## src/rtl/addsub_pkg.sv

```systemverilog
// Shared types and helpers for the bit-serial add/sub sequencer.
package addsub_pkg;

    typedef enum logic [1:0] {
        IDLE = 2'd0,
        RUN  = 2'd1,
        DONE = 2'd2
    } state_t;

    localparam logic MODE_ADD = 1'b0;
    localparam logic MODE_SUB = 1'b1;

    // Minimum of 1 so a counter always has at least one bit.
    function automatic int clog2(input int v);
        int r;
        r = 0;
        while ((1 << r) < v) r++;
        if (r == 0) r = 1;
        return r;
    endfunction

endpackage

```

## src/rtl/serial_addsub_cell.sv

```systemverilog
// One-bit full adder; b is inverted when mode selects subtract.
module serial_addsub_cell (
    input  logic a,
    input  logic b,
    input  logic mode,
    input  logic cin,
    output logic sum,
    output logic cout
);

    logic bx;

    assign bx   = b ^ mode;
    assign sum  = a ^ bx ^ cin;
    assign cout = (a & bx) | (cin & (a ^ bx));

endmodule

```

## src/rtl/serial_addsub_seq.sv

```systemverilog
// Bit-serial WIDTH-bit adder/subtractor, LSB first, valid/ready on both sides.
// Define ADDSUB_OVERFLOW_EN to add the signed overflow output.
module serial_addsub_seq
    import addsub_pkg::*;
#(
    parameter int WIDTH = 16
) (
    input  logic             clk,
    input  logic             rst,
    input  logic             in_valid,
    output logic             in_ready,
    input  logic [WIDTH-1:0] a,
    input  logic [WIDTH-1:0] b,
    input  logic             mode,
    output logic             out_valid,
    input  logic             out_ready,
    output logic [WIDTH-1:0] result,
    output logic             cout
`ifdef ADDSUB_OVERFLOW_EN
    ,
    output logic             overflow
`endif
);

    localparam int CW = clog2(WIDTH);

    state_t           state;
    logic [CW-1:0]    cnt;
    logic [WIDTH-1:0] a_sr;
    logic [WIDTH-1:0] b_sr;
    logic [WIDTH-2:0] res_sr;
    logic [WIDTH-1:0] res_cat;
    logic             mode_q;
    logic             carry;
    logic             cell_sum;
    logic             cell_co;
    logic             accept;
    logic             last;

    serial_addsub_cell u_cell (
        .a    (a_sr[0]),
        .b    (b_sr[0]),
        .mode (mode_q),
        .cin  (carry),
        .sum  (cell_sum),
        .cout (cell_co)
    );

    assign in_ready  = (state == IDLE) | ((state == DONE) & out_ready);
    assign out_valid = (state == DONE);
    assign accept    = in_valid & in_ready;
    assign last      = (state == RUN) && (cnt == CW'(WIDTH - 1));
    // Newest sum bit enters at the MSB; after WIDTH shifts the word is in order.
    assign res_cat   = {cell_sum, res_sr};

    always_ff @(posedge clk or posedge rst) begin
        if (rst) begin
            state    <= IDLE;
            cnt      <= '0;
            a_sr     <= '0;
            b_sr     <= '0;
            res_sr   <= '0;
            mode_q   <= MODE_ADD;
            carry    <= 1'b0;
            result   <= '0;
            cout     <= 1'b0;
`ifdef ADDSUB_OVERFLOW_EN
            overflow <= 1'b0;
`endif
        end else if (accept) begin
            state  <= RUN;
            cnt    <= '0;
            a_sr   <= a;
            b_sr   <= b;
            mode_q <= mode;
            // Carry-in of 1 completes the two's-complement negate of B.
            carry  <= mode;
        end else if (state == RUN) begin
            a_sr   <= a_sr >> 1;
            b_sr   <= b_sr >> 1;
            res_sr <= res_cat[WIDTH-1:1];
            carry  <= cell_co;
            cnt    <= cnt + 1'b1;
            if (last) begin
                state    <= DONE;
                result   <= res_cat;
                cout     <= cell_co;
`ifdef ADDSUB_OVERFLOW_EN
                overflow <= carry ^ cell_co;
`endif
            end
        end else if ((state == DONE) && out_ready) begin
            state <= IDLE;
        end
    end

endmodule

```

## config.mk

```make
export PLATFORM = sky130hd
export DESIGN_NAME = serial_addsub_seq
export DESIGN_NICKNAME = d
export VERILOG_FILES = /design/src/rtl/addsub_pkg.sv /design/src/rtl/serial_addsub_cell.sv /design/src/rtl/serial_addsub_seq.sv
export SDC_FILE = /design/constraint.sdc
export NUM_CORES = 1
export LEC_CHECK = 0
export CAP_MARGIN = 30
export CORE_MARGIN = 8
export CORE_UTILIZATION = 47
export CTS_CLUSTER_SIZE = 10
export DETAILED_ROUTE_END_ITERATION = 10
export HOLD_SLACK_MARGIN = 0.05
export MAX_ROUTING_LAYER = met4
export PLACE_DENSITY = 0.76
export SLEW_MARGIN = 20
export SYNTH_ARGS = -nofsm -noshare
export SYNTH_HDL_FRONTEND = slang
export SYNTH_SLANG_ARGS = --single-unit
export TNS_END_PERCENT = 5
```

## constraint.sdc

```tcl
create_clock -name clk -period 2.46 [get_ports clk]
set_input_delay 0.492 -clock clk [delete_from_list [all_inputs] [get_ports clk]]
set_output_delay 0.492 -clock clk [all_outputs]
set_load 0.01 [all_outputs]
```

Yosys cells after proc, flatten, opt, wreduce, memory -nomap -nowiden:

Index checks and enable logic that the tools add are counted.

* output and inout port bits: 19
* register bits: 72
* input port bits: 37
* logic and storage cells: 44

* add/subtract/negate cells: 1
* multiplexer cells: 12
* bitwise gates (word level): 10
* reductions and logical operators: 8
* eq/ne operators: 4

Operators by type and width (count)
* 16-bit 2-to-1 mux: 4
* 2-bit 2-to-1 mux: 4
* 4-bit 2-to-1 mux: 2
* 4-bit by 1-bit adder with 4-bit output, second input constant: 1
* 1-bit AND: 4
* 4-bit equality test, second input constant: 1
* 2-bit AND reduction: 2
* 3-bit inequality test, second input constant: 1
* 3-bit AND reduction: 1
* 3-bit nonzero test: 1
* 1-bit XOR: 3
* 2-bit by 1-bit equality test with 1-bit output, second input constant: 1
* 2-bit equality test, second input constant: 1
* 1-bit logical AND: 2
* 2-bit logical NOT: 1
* 1-bit 2-to-1 mux: 2
* 1-bit OR: 2
* 2-bit nonzero test: 1
* 1-bit NOT: 1

Depth between registers and ports, before layout:

* depth in word-level cells: 6
* gate-level depth with buffers: 6

Hierarchy:

A second synthesis with hierarchy kept.

* cells, all modules: 221
* area, all modules: 3037.9 µm²

By module, submodules not included
* serial_addsub_seq: cells an instance 215, seq. area each 1801.7 µm², area an instance 2994.1 µm², times used 1
* serial_addsub_cell: cells an instance 6, seq. area each 0.0 µm², area an instance 43.8 µm², times used 1

Worst setup path after synthesis:

Ideal clock, no wire load.

* kind: register to register
* from: register state[1]
* to: register result[10]
* path buffers: 2
* arrival time: 1.496 ns
* cell stages (with the launch flop): 6
* library setup time: 0.125 ns
* setup slack: 0.839 ns
* data required time: 2.335 ns
* path through: dfrtp_1 > nand2b_1 > buf_2 > or3_4 > buf_6 > mux2_4

* word-level cells in the longest chain between the ends: 6
* elaborated cells between the ends (all ways): 9
* those cells by class: 2 x eq/ne; 4 x bitwise; 3 x reduce/logical

RTL lines
* from (decl): line serial_addsub_seq.sv:27 `state_t state;`
* from (signal assigned): line serial_addsub_seq.sv:58 `state <= IDLE;`
* from (signal assigned): line serial_addsub_seq.sv:71 `state <= RUN;`
* from (signal assigned): line serial_addsub_seq.sv:85 `state <= DONE;`
* 2-bit equality test: line serial_addsub_seq.sv:49 `assign in_ready = (state == IDLE) | ((state == DONE) & out_ready);`
* 1-bit AND: line serial_addsub_seq.sv:49
* 1-bit OR: line serial_addsub_seq.sv:49
* 1-bit AND: line serial_addsub_seq.sv:51 `assign accept = in_valid & in_ready;`
* 1-bit NOT (no line)
* 3-bit AND reduction (no line) *
* to (signal assigned): line serial_addsub_seq.sv:86 `result <= res_cat;`
* to (decl): line serial_addsub_seq.sv:17 `output logic [WIDTH-1:0] result,`

Mark *: on every way between the ends. The rest lies on a longest branch, timed or not.
A chain may end at the register's enable or synchronous reset.

Worst setup path after layout:

* from: input port out_ready
* to: output port in_ready

* word-level cells in the longest chain between the ends: 2

RTL lines
* from (decl): line serial_addsub_seq.sv:16 `input logic out_ready,`
* 1-bit AND: line serial_addsub_seq.sv:49
* 1-bit OR: line serial_addsub_seq.sv:49
* to (decl): line serial_addsub_seq.sv:11 `output logic in_ready,`

No other way between the ends.

==> flow_summary.ini <==
[sta]
fin_ws_ns = 0.2759
final.period_utilization_pct = 88.78
rsz0062_at_grt = no
hold_violations = 0
worst_pin_slew_ns = 0.4980
finalCriticalPeriod_ns = 2.184
relSlewSlack_pct = 66.80
setup_tns_ns = 0
maxSlewViolCount = 0
clock_skew_ns = 0.008377
whs_ns = 0.4812
setup_viol = 0
max_freq_ghz = 0.4579

[power]
powerDensity_nw_per_um2 = 1177
p_int_w = 0.002943
p_clk_share_pct = 18.1
p_leak_nw = 1.832
p_comb_share_pct = 39.1
switching_share_pct = 34.93
seq_power_share_pct = 42.8
switching_power_w = 0.001580
peakVddDrop_uv = 666.4

[setup_path]
end_kind = output port
cp_slowest_cell = clkdlybuf4s50_1
cp-start-kind = primary input
crit_type = primary input to output port
cp.arrival_ns = 1.69
critPathRequiredTime_ns = 1.97
cp_cell_sequence = clkdlybuf4s50_1 > inv_1 > a21oi_1 > clkdlybuf4s50_1
crit_path_frequent_cell = clkdlybuf4s50_1
cp_max_fo = 2
slowest_delay_ns = 0.55

[drt]
avgRoutedWirePerCell_um = 15.62
dr.pass1.iters = 4
drt_iter0_markers = 103
drc = 0
vias = 2145
antenna_left = 0
drt-total-wl_um = 6168
post_drt_via_cell_ratio = 5.430

[placed_design]
place.gp.congestion = 0.7561
io_buffers = 55
dp_hpwl_um = 4279
dp_slack_ns = 0.2639
dp.cells = 379

[global_route]
grt_usage_pct = 15.24
grt_start_max_net_pins = 41
overflow = 0
grt_pass1_vias = 2269
antenna_found_initial = 0
grt_pass1_wl_um = 10640

[clocking]
post_cts_buffers = 0
clkLatencyLatePin_ns = 0.34
cts_tree = done
clock_path_buffers = 2
clk_pin_slew_ns = 0.07
root_buffer = clkbuf_8
clock-sinks = 72
cts_resized = 0
holdBufCountCts = 0
numCtsBuffers = 9
htree_levels = 3

[synth]
avgSynthCellArea_um2 = 11.91
synthFlopType = dfrtp_1
synth_edf_count = 0
synth_cell_type_count = 30
synth-warning-count = 0
synth_seq_cells = 72
synth_cells = 254
yosysSeqAreaShare_pct = 59.55
async_flop_share_pct = 100.0
syn_area_um2 = 3025
synth_fp_nets = 293

[floorplanning]
initial_core_util_pct = 48.20
ioPinCount = 56
core_area_um2 = 6277
die_x_um = 96.23
num_rows = 29
dieArea_um2 = 9260
die_y_um = 96.23

[layout]
area_growth_pct = 27.09
final_cells = 395
drive_above_1_share_pct = 11.64
antenna_cells = 0
postLayoutCoreUtil_pct = 61.25
nets = 352

[status]
status = completed

[run]
drv_cap = 0

[hold_path]
hold_class = flop to flop
## cells in the final DEF (no fill, tap or decap)
cell type / instances
nand2_1: 50
clkbuf_8: 10
inv_1: 5
o21ai_1: 3
or4_1: 1
mux2_4: 6
clkinvlp_4: 2
nor2b_2: 1
a21oi_1: 3
clkdlybuf4s50_1: 55
a221o_1: 30
inv_2: 2
fa_1: 1
nor2b_1: 2
and2_0: 1
nor2_1: 3
dfrtp_1: 72
a32oi_1: 1
mux2_1: 10
nand3b_1: 1
a21oi_2: 1
xnor2_1: 3
nor3_4: 1
o21ai_0: 1
o31ai_1: 2
ha_1: 1
and2_1: 29
buf_4: 9
nand2b_1: 2
a21o_1: 1
nand3_1: 2
clkinv_2: 4
mux2i_1: 2
or3_4: 1
## cell type report
cell class / instances / area (um2)
Sequential cell: 72 / 1802
Timing Repair Buffer: 64 / 618.1
Inverter: 7 / 26.28
Tap cell: 77 / 96.34
Clock buffer: 10 / 137.6
Multi-Input combinational cell: 159 / 1130
Clock inverter: 6 / 35.03
Fill cell: 508 / 2432
## Yosys cell counts (all sizes together) (2+ instances only)
master,instances,area [um2]
inv,7,26.27
a21oi,4,20.02
buf,6,36.28
a221o,30,300.3
o21ai,4,20.01
mux2i,2,20.02
xnor2,3,26.28
nand2,50,187.7
nand2b,2,12.51
clkbuf,10,37.54
nor2,3,11.26
nor2b,3,18.77
and2,30,187.7
nand3,2,10.01
dfrtp,72,1802
o31ai,2,15.01
mux2,16,202.7
## stage by stage
| step | instance area (um2) | total power (W) |
|---|---|---|
| floorplan | 3025 | 0.003107 |
| global placement | 3672 | 0.003664 |
| detailed placement | 3672 | 0.003746 |
| CTS | 3845 | 0.004567 |
| global route | 3845 | 0.004856 |
| finish | 3845 | 0.004524 |
## final timing paths
path / slack, ns / end / depth (start not counted) / from
worst min register to register: 0.48 / res_sr[0]$_DFFE_PP0P_ / 2 / res_sr[0]$_DFFE_PP0P_
max in group asynchronous: 1.51 / a_sr[6]$_DFFE_PP0P_ / 3 / rst
worst min-delay path: 0.48 / res_sr[0]$_DFFE_PP0P_ / 2 / res_sr[0]$_DFFE_PP0P_
min in group asynchronous: 0.56 / result[3]$_DFFE_PP0P_ / 3 / rst
worst max-delay path: 0.28 / in_ready / 4 / out_ready
worst max register to register: 0.75 / a_sr[10]$_DFFE_PP0P_ / 5 / state[0]$_DFFE_PP0P_
## critical path: cells and delay by family
kind / cells / cell delay [ns]
buffers and inverters: 3 / 1.07
AO/OA/AOI/OAI: 1 / 0.13
## metal layers
metal	part of all wire (%)	global-route usage (%)	up-vias
met4	1.6	6.914	0
met5	0	-	-
met3	6.5	4.368	8
met2	44	22.47	62
met1	48	18.99	1073
li1	-	-	1002
## power by group through the flow
| stage | clock network, W | logic (W) | registers (W) |
|---|---|---|---|
| floorplan | 0 | 0.00119 | 0.00191 |
| global placement | 0 | 0.00173 | 0.00194 |
| detailed placement | 0 | 0.00180 | 0.00195 |
| CTS | 0.000833 | 0.00180 | 0.00194 |
| global route | 0.000897 | 0.00196 | 0.00200 |
| finish | 0.000820 | 0.00177 | 0.00193 |
## registers in the layout (all words and copies together) (netlist names)
register  cells
res_sr       15
carry         1
a_sr         16
result       16
cout          1
state         2
cnt           4
mode_q        1
b_sr         16
## logic make-up after synthesis
| family | after synthesis | synth area share, % |
|---|---|---|
| DFF | 72 | 59.55 |
| AOI/OAI and AO/OA | 42 | 12.28 |
| xor gates and xnor gates | 3 | 0.8686 |
| adders and majority gates | 2 | 1.075 |
| muxes | 18 | 7.362 |
| and+or+nand+nor | 94 | 15.55 |
| buffers and inverters | 23 | 3.308 |
No activity file was read; power rests on OpenSTA's default activity.
